===== src/rtl/gf2m_pkg.sv =====
// rtl/gf2m_pkg.sv - shared encodings and sizing helpers for the digit-serial GF(2^m) multiplier
package gf2m_pkg;

    typedef enum logic [1:0] {
        ST_IDLE = 2'd0,
        ST_RUN  = 2'd1,
        ST_DONE = 2'd2
    } state_t;

    localparam logic [1:0] MODE_MUL = 2'b00;
    localparam logic [1:0] MODE_SQR = 2'b01;
    localparam logic [1:0] MODE_MAC = 2'b10;
    localparam logic [1:0] MODE_RSV = 2'b11;

    // Number of digit cycles: ceil(width / d).
    function automatic int calc_n(input int width, input int d);
        return (width + d - 1) / d;
    endfunction

    // Counter width ceil(log2(n+1)) so the counter can also hold the value n.
    function automatic int calc_cw(input int n);
        int w;
        w = 1;
        while ((1 << w) < (n + 1)) w++;
        return w;
    endfunction

endpackage


===== src/rtl/gf2m_mulx_reduce.sv =====
// rtl/gf2m_mulx_reduce.sv - combinational p * x^SHIFT mod f(x) with a single reduction fold
module gf2m_mulx_reduce #(
    parameter int WIDTH = 101,
    parameter int K3    = 7,
    parameter int K2    = 6,
    parameter int K1    = 1,
    parameter int SHIFT = 1
) (
    input  logic [WIDTH-1:0] p,
    output logic [WIDTH-1:0] q
);

    if (SHIFT < 0 || SHIFT > WIDTH - K3) begin : g_bad_shift
        $error("gf2m_mulx_reduce: SHIFT out of single-fold range");
    end

    if (SHIFT == 0) begin : g_pass
        assign q = p;
    end else begin : g_fold
        logic [WIDTH-1:0] lo;
        logic [WIDTH-1:0] hi;

        // Coefficients pushed past x^(WIDTH-1) fold back via x^WIDTH = x^K3+x^K2+x^K1+1.
        assign lo = p << SHIFT;
        assign hi = p >> (WIDTH - SHIFT);
        assign q  = lo ^ hi ^ (hi << K1) ^ (hi << K2) ^ (hi << K3);
    end

endmodule


===== src/rtl/gf2m_digit_mul.sv =====
// rtl/gf2m_digit_mul.sv - digit-serial GF(2^m) multiplier with square and multiply-accumulate modes
module gf2m_digit_mul
    import gf2m_pkg::*;
#(
    parameter int WIDTH = 101,
    parameter int D     = 16,
    parameter int K3    = 7,
    parameter int K2    = 6,
    parameter int K1    = 1
) (
    input  logic             clk,
    input  logic             rst_b,
    input  logic             in_valid,
    output logic             in_ready,
    input  logic [1:0]       mode,
    input  logic [WIDTH-1:0] op_a,
    input  logic [WIDTH-1:0] op_b,
    input  logic [WIDTH-1:0] op_c_in,
    output logic             out_valid,
    input  logic             out_ready,
    output logic [WIDTH-1:0] op_c,
    output logic             busy
);

    localparam int N  = calc_n(WIDTH, D);
    localparam int PW = N * D;
    localparam int CW = calc_cw(N);

    if (D < 1 || D > WIDTH - K3) begin : g_bad_digit
        $error("gf2m_digit_mul: D must lie in 1..WIDTH-K3");
    end
    if (!(WIDTH > K3 && K3 > K2 && K2 > K1 && K1 > 0)) begin : g_bad_poly
        $error("gf2m_digit_mul: pentanomial exponents must be strictly decreasing and positive");
    end

    state_t           state_q;
    state_t           state_d;
    logic [CW-1:0]    cnt_q;
    logic [PW-1:0]    a_q;
    logic [WIDTH-1:0] b_q;
    logic [WIDTH-1:0] cin_q;
    logic [1:0]       mode_q;
    logic [WIDTH-1:0] c_q;
    logic [WIDTH-1:0] res_q;

    logic [D-1:0]     digit;
    logic [WIDTH-1:0] bx [D];
    logic [WIDTH-1:0] c_sh;
    logic [WIDTH-1:0] c_nxt;
    logic [WIDTH-1:0] c_fin;
    logic             last_digit;

    assign digit      = a_q[PW-1 -: D];
    assign last_digit = (cnt_q == CW'(N - 1));

    // Precomputed b*x^j mod f for every bit position of a digit.
    for (genvar j = 0; j < D; j++) begin : g_bx
        gf2m_mulx_reduce #(
            .WIDTH (WIDTH),
            .K3    (K3),
            .K2    (K2),
            .K1    (K1),
            .SHIFT (j)
        ) u_bx (
            .p (b_q),
            .q (bx[j])
        );
    end

    gf2m_mulx_reduce #(
        .WIDTH (WIDTH),
        .K3    (K3),
        .K2    (K2),
        .K1    (K1),
        .SHIFT (D)
    ) u_cx (
        .p (c_q),
        .q (c_sh)
    );

    always_comb begin
        c_nxt = c_sh;
        for (int j = 0; j < D; j++) begin
            if (digit[j]) c_nxt = c_nxt ^ bx[j];
        end
        c_fin = c_nxt;
        if (last_digit && mode_q == MODE_MAC) c_fin = c_nxt ^ cin_q;
    end

    always_comb begin
        state_d = state_q;
        case (state_q)
            ST_IDLE: if (in_valid)   state_d = ST_RUN;
            ST_RUN:  if (last_digit) state_d = ST_DONE;
            ST_DONE: if (out_ready)  state_d = ST_IDLE;
            default:                 state_d = ST_IDLE;
        endcase
    end

    always_comb begin
        in_ready  = 1'b0;
        out_valid = 1'b0;
        busy      = 1'b1;
        case (state_q)
            ST_IDLE: begin
                in_ready = 1'b1;
                busy     = 1'b0;
            end
            ST_DONE: out_valid = 1'b1;
            default: ;
        endcase
    end

    assign op_c = res_q;

    always_ff @(posedge clk or negedge rst_b) begin
        if (!rst_b) begin
            state_q <= ST_IDLE;
            cnt_q   <= '0;
            a_q     <= '0;
            b_q     <= '0;
            cin_q   <= '0;
            mode_q  <= MODE_MUL;
            c_q     <= '0;
            res_q   <= '0;
        end else begin
            state_q <= state_d;
            case (state_q)
                ST_IDLE: begin
                    if (in_valid) begin
                        a_q    <= PW'(op_a);
                        b_q    <= (mode == MODE_SQR) ? op_a : op_b;
                        cin_q  <= op_c_in;
                        mode_q <= mode;
                        cnt_q  <= '0;
                        c_q    <= '0;
                    end
                end
                ST_RUN: begin
                    // Most-significant digit leaves the top of a_q each cycle.
                    a_q   <= a_q << D;
                    c_q   <= c_fin;
                    cnt_q <= cnt_q + CW'(1);
                    if (last_digit) res_q <= c_fin;
                end
                default: ;
            endcase
        end
    end

endmodule

===== config.mk =====
export PLATFORM = sky130hd
export DESIGN_NAME = gf2m_digit_mul
export DESIGN_NICKNAME = d
export VERILOG_FILES = /design/src/rtl/gf2m_pkg.sv /design/src/rtl/gf2m_mulx_reduce.sv /design/src/rtl/gf2m_digit_mul.sv
export SDC_FILE = /design/constraint.sdc
export NUM_CORES = 2
export LEC_CHECK = 0
export ABC_AREA = 1
export CORE_MARGIN = 5
export CORE_UTILIZATION = 57
export CTS_BUF_LIST = sky130_fd_sc_hd__clkbuf_4 sky130_fd_sc_hd__clkbuf_8
export DETAILED_ROUTE_END_ITERATION = 8
export PLACE_DENSITY = 0.79
export SLEW_MARGIN = 0
export SYNTH_ARGS = -nofsm -noshare
export SYNTH_HDL_FRONTEND = slang
export SYNTH_HIERARCHICAL = 1
export SYNTH_SLANG_ARGS = --single-unit

===== constraint.sdc =====
create_clock -name clk -period 5.4 [get_ports clk]
set_clock_uncertainty 0.1 [all_clocks]
set_input_delay 0.81 -clock clk [delete_from_list [all_inputs] [get_ports clk]]
set_output_delay 0.81 -clock clk [all_outputs]
set_load 0.01 [all_outputs]

# Word level (Yosys, flattened, before mapping)
# Index checks and enable logic that the tools add are counted.
[word_totals]
regBits = 523
in_bits = 309
output_inout_bits = 104
wordCells = 136
[classes]
addsub = 1
n_eq_ne = 8
muxes = 31
n_bitwise = 81
n_reduce_logical = 7
[op_table]
columns = ["op", "count"]
rows = [
  ["$mux W101", 19],
  ["$xor A101 B101 Y101", 17],
  ["$xor A101 B10 Y101", 4],
  ["$xor A101 B11 Y101", 4],
  ["$xor A101 B12 Y101", 4],
  ["$xor A101 B13 Y101", 4],
  ["$xor A101 B14 Y101", 4],
  ["$xor A101 B15 Y101", 4],
  ["$xor A101 B16 Y101", 4],
  ["$xor A101 B8 Y101", 4],
  ["$xor A101 B9 Y101", 4],
  ["$xor A101 B17 Y101", 3],
  ["$xor A101 B7 Y101", 3],
  ["$pmux W112 S2", 1],
  ["$pmux W101 S2", 1],
  ["$xor A101 B18 Y101", 2],
  ["$xor A101 B19 Y101", 2],
  ["$xor A101 B2 Y101", 2],
  ["$xor A101 B20 Y101", 2],
  ["$xor A101 B21 Y101", 2],
  ["$xor A101 B22 Y101", 2],
  ["$xor A101 B3 Y101", 2],
  ["$xor A101 B4 Y101", 2],
  ["$xor A101 B5 Y101", 2],
  ["other kinds (19)", 30],
]

# Logic depth before layout (Yosys ltp)
[depth]
ltp_word = 39
mapped_depth = 22
ltp_nobuf = 21

# Cells and area by module
# The synthesis kept the hierarchy.
[modules_own_cells]
columns = ["mod", "n_inst", "cells_each", "area_per_inst_um2", "seq_area_each_um2"]
rows = [
  ["gf2m_digit_mul", 1, 9269, 53403.7, 13087.6],
  ["gf2m_mulx_reduce at u_cx", 1, 230, 1216.2, 0.0],
  ["gf2m_mulx_reduce at g_bx[15].u_bx", 1, 226, 1194.9, 0.0],
  ["gf2m_mulx_reduce at g_bx[13].u_bx", 1, 221, 1174.9, 0.0],
  ["gf2m_mulx_reduce at g_bx[14].u_bx", 1, 222, 1173.6, 0.0],
  ["gf2m_mulx_reduce at g_bx[12].u_bx", 1, 188, 1097.3, 0.0],
  ["gf2m_mulx_reduce at g_bx[11].u_bx", 1, 179, 1059.8, 0.0],
  ["gf2m_mulx_reduce at g_bx[10].u_bx", 1, 158, 1012.2, 0.0],
  ["gf2m_mulx_reduce at g_bx[9].u_bx", 1, 154, 965.9, 0.0],
  ["gf2m_mulx_reduce at g_bx[8].u_bx", 1, 149, 940.9, 0.0],
  ["gf2m_mulx_reduce at g_bx[6].u_bx", 1, 149, 913.4, 0.0],
  ["gf2m_mulx_reduce at g_bx[7].u_bx", 1, 149, 907.1, 0.0],
  ["gf2m_mulx_reduce at g_bx[5].u_bx", 1, 134, 865.8, 0.0],
  ["gf2m_mulx_reduce at g_bx[4].u_bx", 1, 126, 840.8, 0.0],
  ["4 more rows", "-", "-", "-", "-"],
]

# Worst setup path after synthesis
# OpenSTA, ideal clock, no wires.
[synth_timing]
path_kind = "reg-to-reg"
from = "register b_q[98]"
to = "register c_q[14]"
setup_ns = 0.117
arrival_ns = 2.865
t_required_ns = 5.183
path_slack_ns = 2.318
stages_incl_launch_ff = 22
n_path_buf = 0
period_less_slack_ns = 3.082
path_cell_list = "dfrtp_1 -> inv_1 -> nand2_1 -> nand2_1 -> nand2_1 -> nand2_1 -> nand2_1 -> inv_1 -> nand2_1 -> nand2_1 -> nand2_1 -> inv_1 -> nor2_1 -> nand2_1 -> nand2_1 -> nand2_1 -> nand2_1 -> inv_2 -> nand2_1 -> nand2_1 -> nand2_1 -> nand2_1"
[synth_rtl]
columns = ["element", "line_no", "text"]
rows = [
  ["from (decl)", "gf2m_digit_mul.sv:40", "logic [WIDTH-1:0] b_q;"],
  ["from (signal assigned)", "gf2m_digit_mul.sv:132", "b_q <= (mode == MODE_SQR) ? op_a : op_b;"],
  ["to (signal assigned)", "gf2m_digit_mul.sv:142", "c_q <= c_fin;"],
  ["to (decl)", "gf2m_digit_mul.sv:43", "logic [WIDTH-1:0] c_q;"],
]

==> results.ini <==
[setup_path]
worst_setup_path_start_kind = flip-flop
cp_data_arrival_time_ps = 4010
cpMostUsedCell = nand2_1
reg2reg_slack_ps = 2060
critPathKind = reg2reg
crit_path_end_kind = flip-flop
worstPathCellList = buf_4, xor2_1, nand2_1, xnor2_1, nand2b_1, nand2_1, xnor2_1, nand3_1, nand2_1, nand2_1, nand2_1
rr_worst_depth = 11
crit_required_ps = 6070
cpPeakStageDelay_ps = 900
critPathSlowestCell = dfrtp_2
cp_max_fo = 33

[synth]
synth_fp_nets = 12310
async_flop_share_pct = 100.0
synth_seq_cells = 523
syn-cell-area_um2 = 69920
yosysMostFrequentCell = nand2_1
yosys.area.top_type = nand2_1
netlist_instances = 11990
ys_warn_count = 6
ys_seq_area_share_pct = 18.72
ys.flop_type = dfrtp_1
synth_edf_count = 0
synth_cell_types = 27
syn_avg_cell_area_um2 = 5.829
netlist.area_leader.share_pct = 31.27
netlist_top_cells_area = nand2_1, dfrtp_1, buf_4
synthTopCellsByCount = nand2_1, buf_4, inv_1, xnor2_1, xor2_1

[floorplanning]
die_w_um = 360.2
die_area_um2 = 129800
die_y_um = 360.2
pin_count = 413
initial_core_util_pct = 57.37
core_region_area_um2 = 121900
rows = 128

[sta]
finalHoldViolCount = 0
tns_ps = 0
max_freq_ghz = 0.2997
slew_viol_final = 0
slew_headroom_pct = 9.383
period_share_pct = 61.78
setup_violations = 0
rsz0062_at_grt = no
finalCriticalPeriod_ps = 3336
worst_pin_slew_ps = 1359

[global_routing]
grt_pass1_vias = 63080
grt_usage_pct = 34.88
grt_pass1_wl_um = 357100
gr-total-overflow = 0
antenna_found_initial = 10
grt_max_degree = 150

[placement]
gp_congestion = 0.9556
hpwl_um = 161800
port_buffers = 412

[detailed_routing]
via_count = 68020
antenna_left = 0
drt-wirelength-per-cell_um = 19.04
drcViolationCount = 0
first_iter_violations = 7819
first_pass_iters = 7
viasPerCell = 5.456
wl_um = 237300

[cells_and_area]
area_growth_pct = -4.605
final_layout_size_suffix_gt1_share_pct = 3.452
nets = 11060

[clocking]
clkTransAtPathRegs_ps = 60
cts_max_level = 3
cts_tree = yes
tritoncts_num_sinks = 523
clock_latency_ps = 890
cts_buffer_depth = 3
ctsRootBufferMaster = clkbuf_8
cts_setup_buffers = 0
cts_buffers = 100

[status]
status = finished clean

[worst_hold_path]
whs_path_depth = 2
min_path_type = reg2reg

[job]
maxCapViolations = 0

## final timing paths
kind	to	from
min reg2reg	op_c[84]	op_c[84]
min	op_c[84]	op_c[84]
max reg2reg	op_c[4]	b_q[94]
max in group asynchronous	a_q[104]	rst_b
min in group asynchronous	cin_q[31]	rst_b
max	op_c[4]	b_q[94]
## through the flow
step / setup WS [ps] / instance area [um2] / hold slack (ps) / util [%] / instances
4_1_cts: 2010 / 66680 / 341.3 / 54.71 / 12460
2_1_floorplan: 2318 / 69920 / 334.1 / - / 11990
3_3_place_gp: 2239 / 64260 / 351.1 / 52.73 / 12270
5_1_grt: 1818 / 66680 / 385.2 / 54.71 / 12460
6_report: 2064 / 66700 / 377.2 / 54.72 / 12470
3_5_place_dp: 2186 / 64260 / 360.7 / 52.73 / 12270
## cell usage in the layout, fill, tap and decap left out, drive strengths merged
master and count:
a21oi 1, nand3 474, o21ai 256, ha 2, a22oi 69, a22o 16
dfrtp 523, clkbuf 151, xor2 579, dlygate4sd3 1, clkdlybuf4s50 411, clkinvlp 8
clkinv 26, nand4 43, nand2 5832, o31ai 1, xnor2 619, nand2b 22
buf 101, diode 6, inv 1223, bufinv 10, nor2 393, nand3b 74
## flip-flops by register name (all words and copies together), names as in the netlist
register  flops
c_q         101
state_q       2
b_q         101
op_c        101
mode_q        2
cin_q       101
a_q         112
cnt_q         3
## routing by layer
metal	vias to the layer above	share of wire, %	GRT usage, %	routed length, um
met5	-	0.035	0	83
met4	14	7.2	21.80	17150
met3	1039	13	8.433	30600
met2	4225	41	52.35	98060
met1	30920	39	45.20	91410
li1	31820	-	-	-
## worst max-delay path: cells and delay by family (launching register included)
kind                      cells  cell delay [ps]
xor gates and xnor gates      3              840
buffers and inverters         1              430
DFF                           1              900
and+or+nand+nor               7              970
## what timing repair did
item                                    CTS  global route
gates resized for setup                   0             0
hold buffers                              1             0
hold endpoints to repair                 80             0
endpoints found under the setup margin    0             0
## cell families (layout without fill, tap and decap cells)
| group | after synthesis | in the layout | share of synthesized area [%] |
|---|---|---|---|
| AND/OR/NAND/NOR | 6838 | 6838 | 38.24 |
| buffers and inverters | 3090 | 1931 | 25.21 |
| adder cells (fa/ha/maj) | 2 | 2 | 0.03579 |
| flip-flops | 523 | 523 | 18.72 |
| other | 0 | 6 | 0 |
| XOR/XNOR | 1198 | 1198 | 15.01 |
| AO/OA/AOI/OAI | 343 | 343 | 2.792 |
## cell type report
class                           count  area, um2
Timing Repair Buffer              513       5190
Fill cell                       12070      55180
Inverter                         1232       4636
Clock inverter                     35      470.5
Tap cell                         1625       2033
Antenna cell                        6      15.01
Multi-Input combinational cell   8381      39250
Sequential cell                   523      13160
Clock buffer                      151       1941
Power is not shown: default switching activity piles up to over one toggle a cycle in this logic, so the estimate is an artifact.
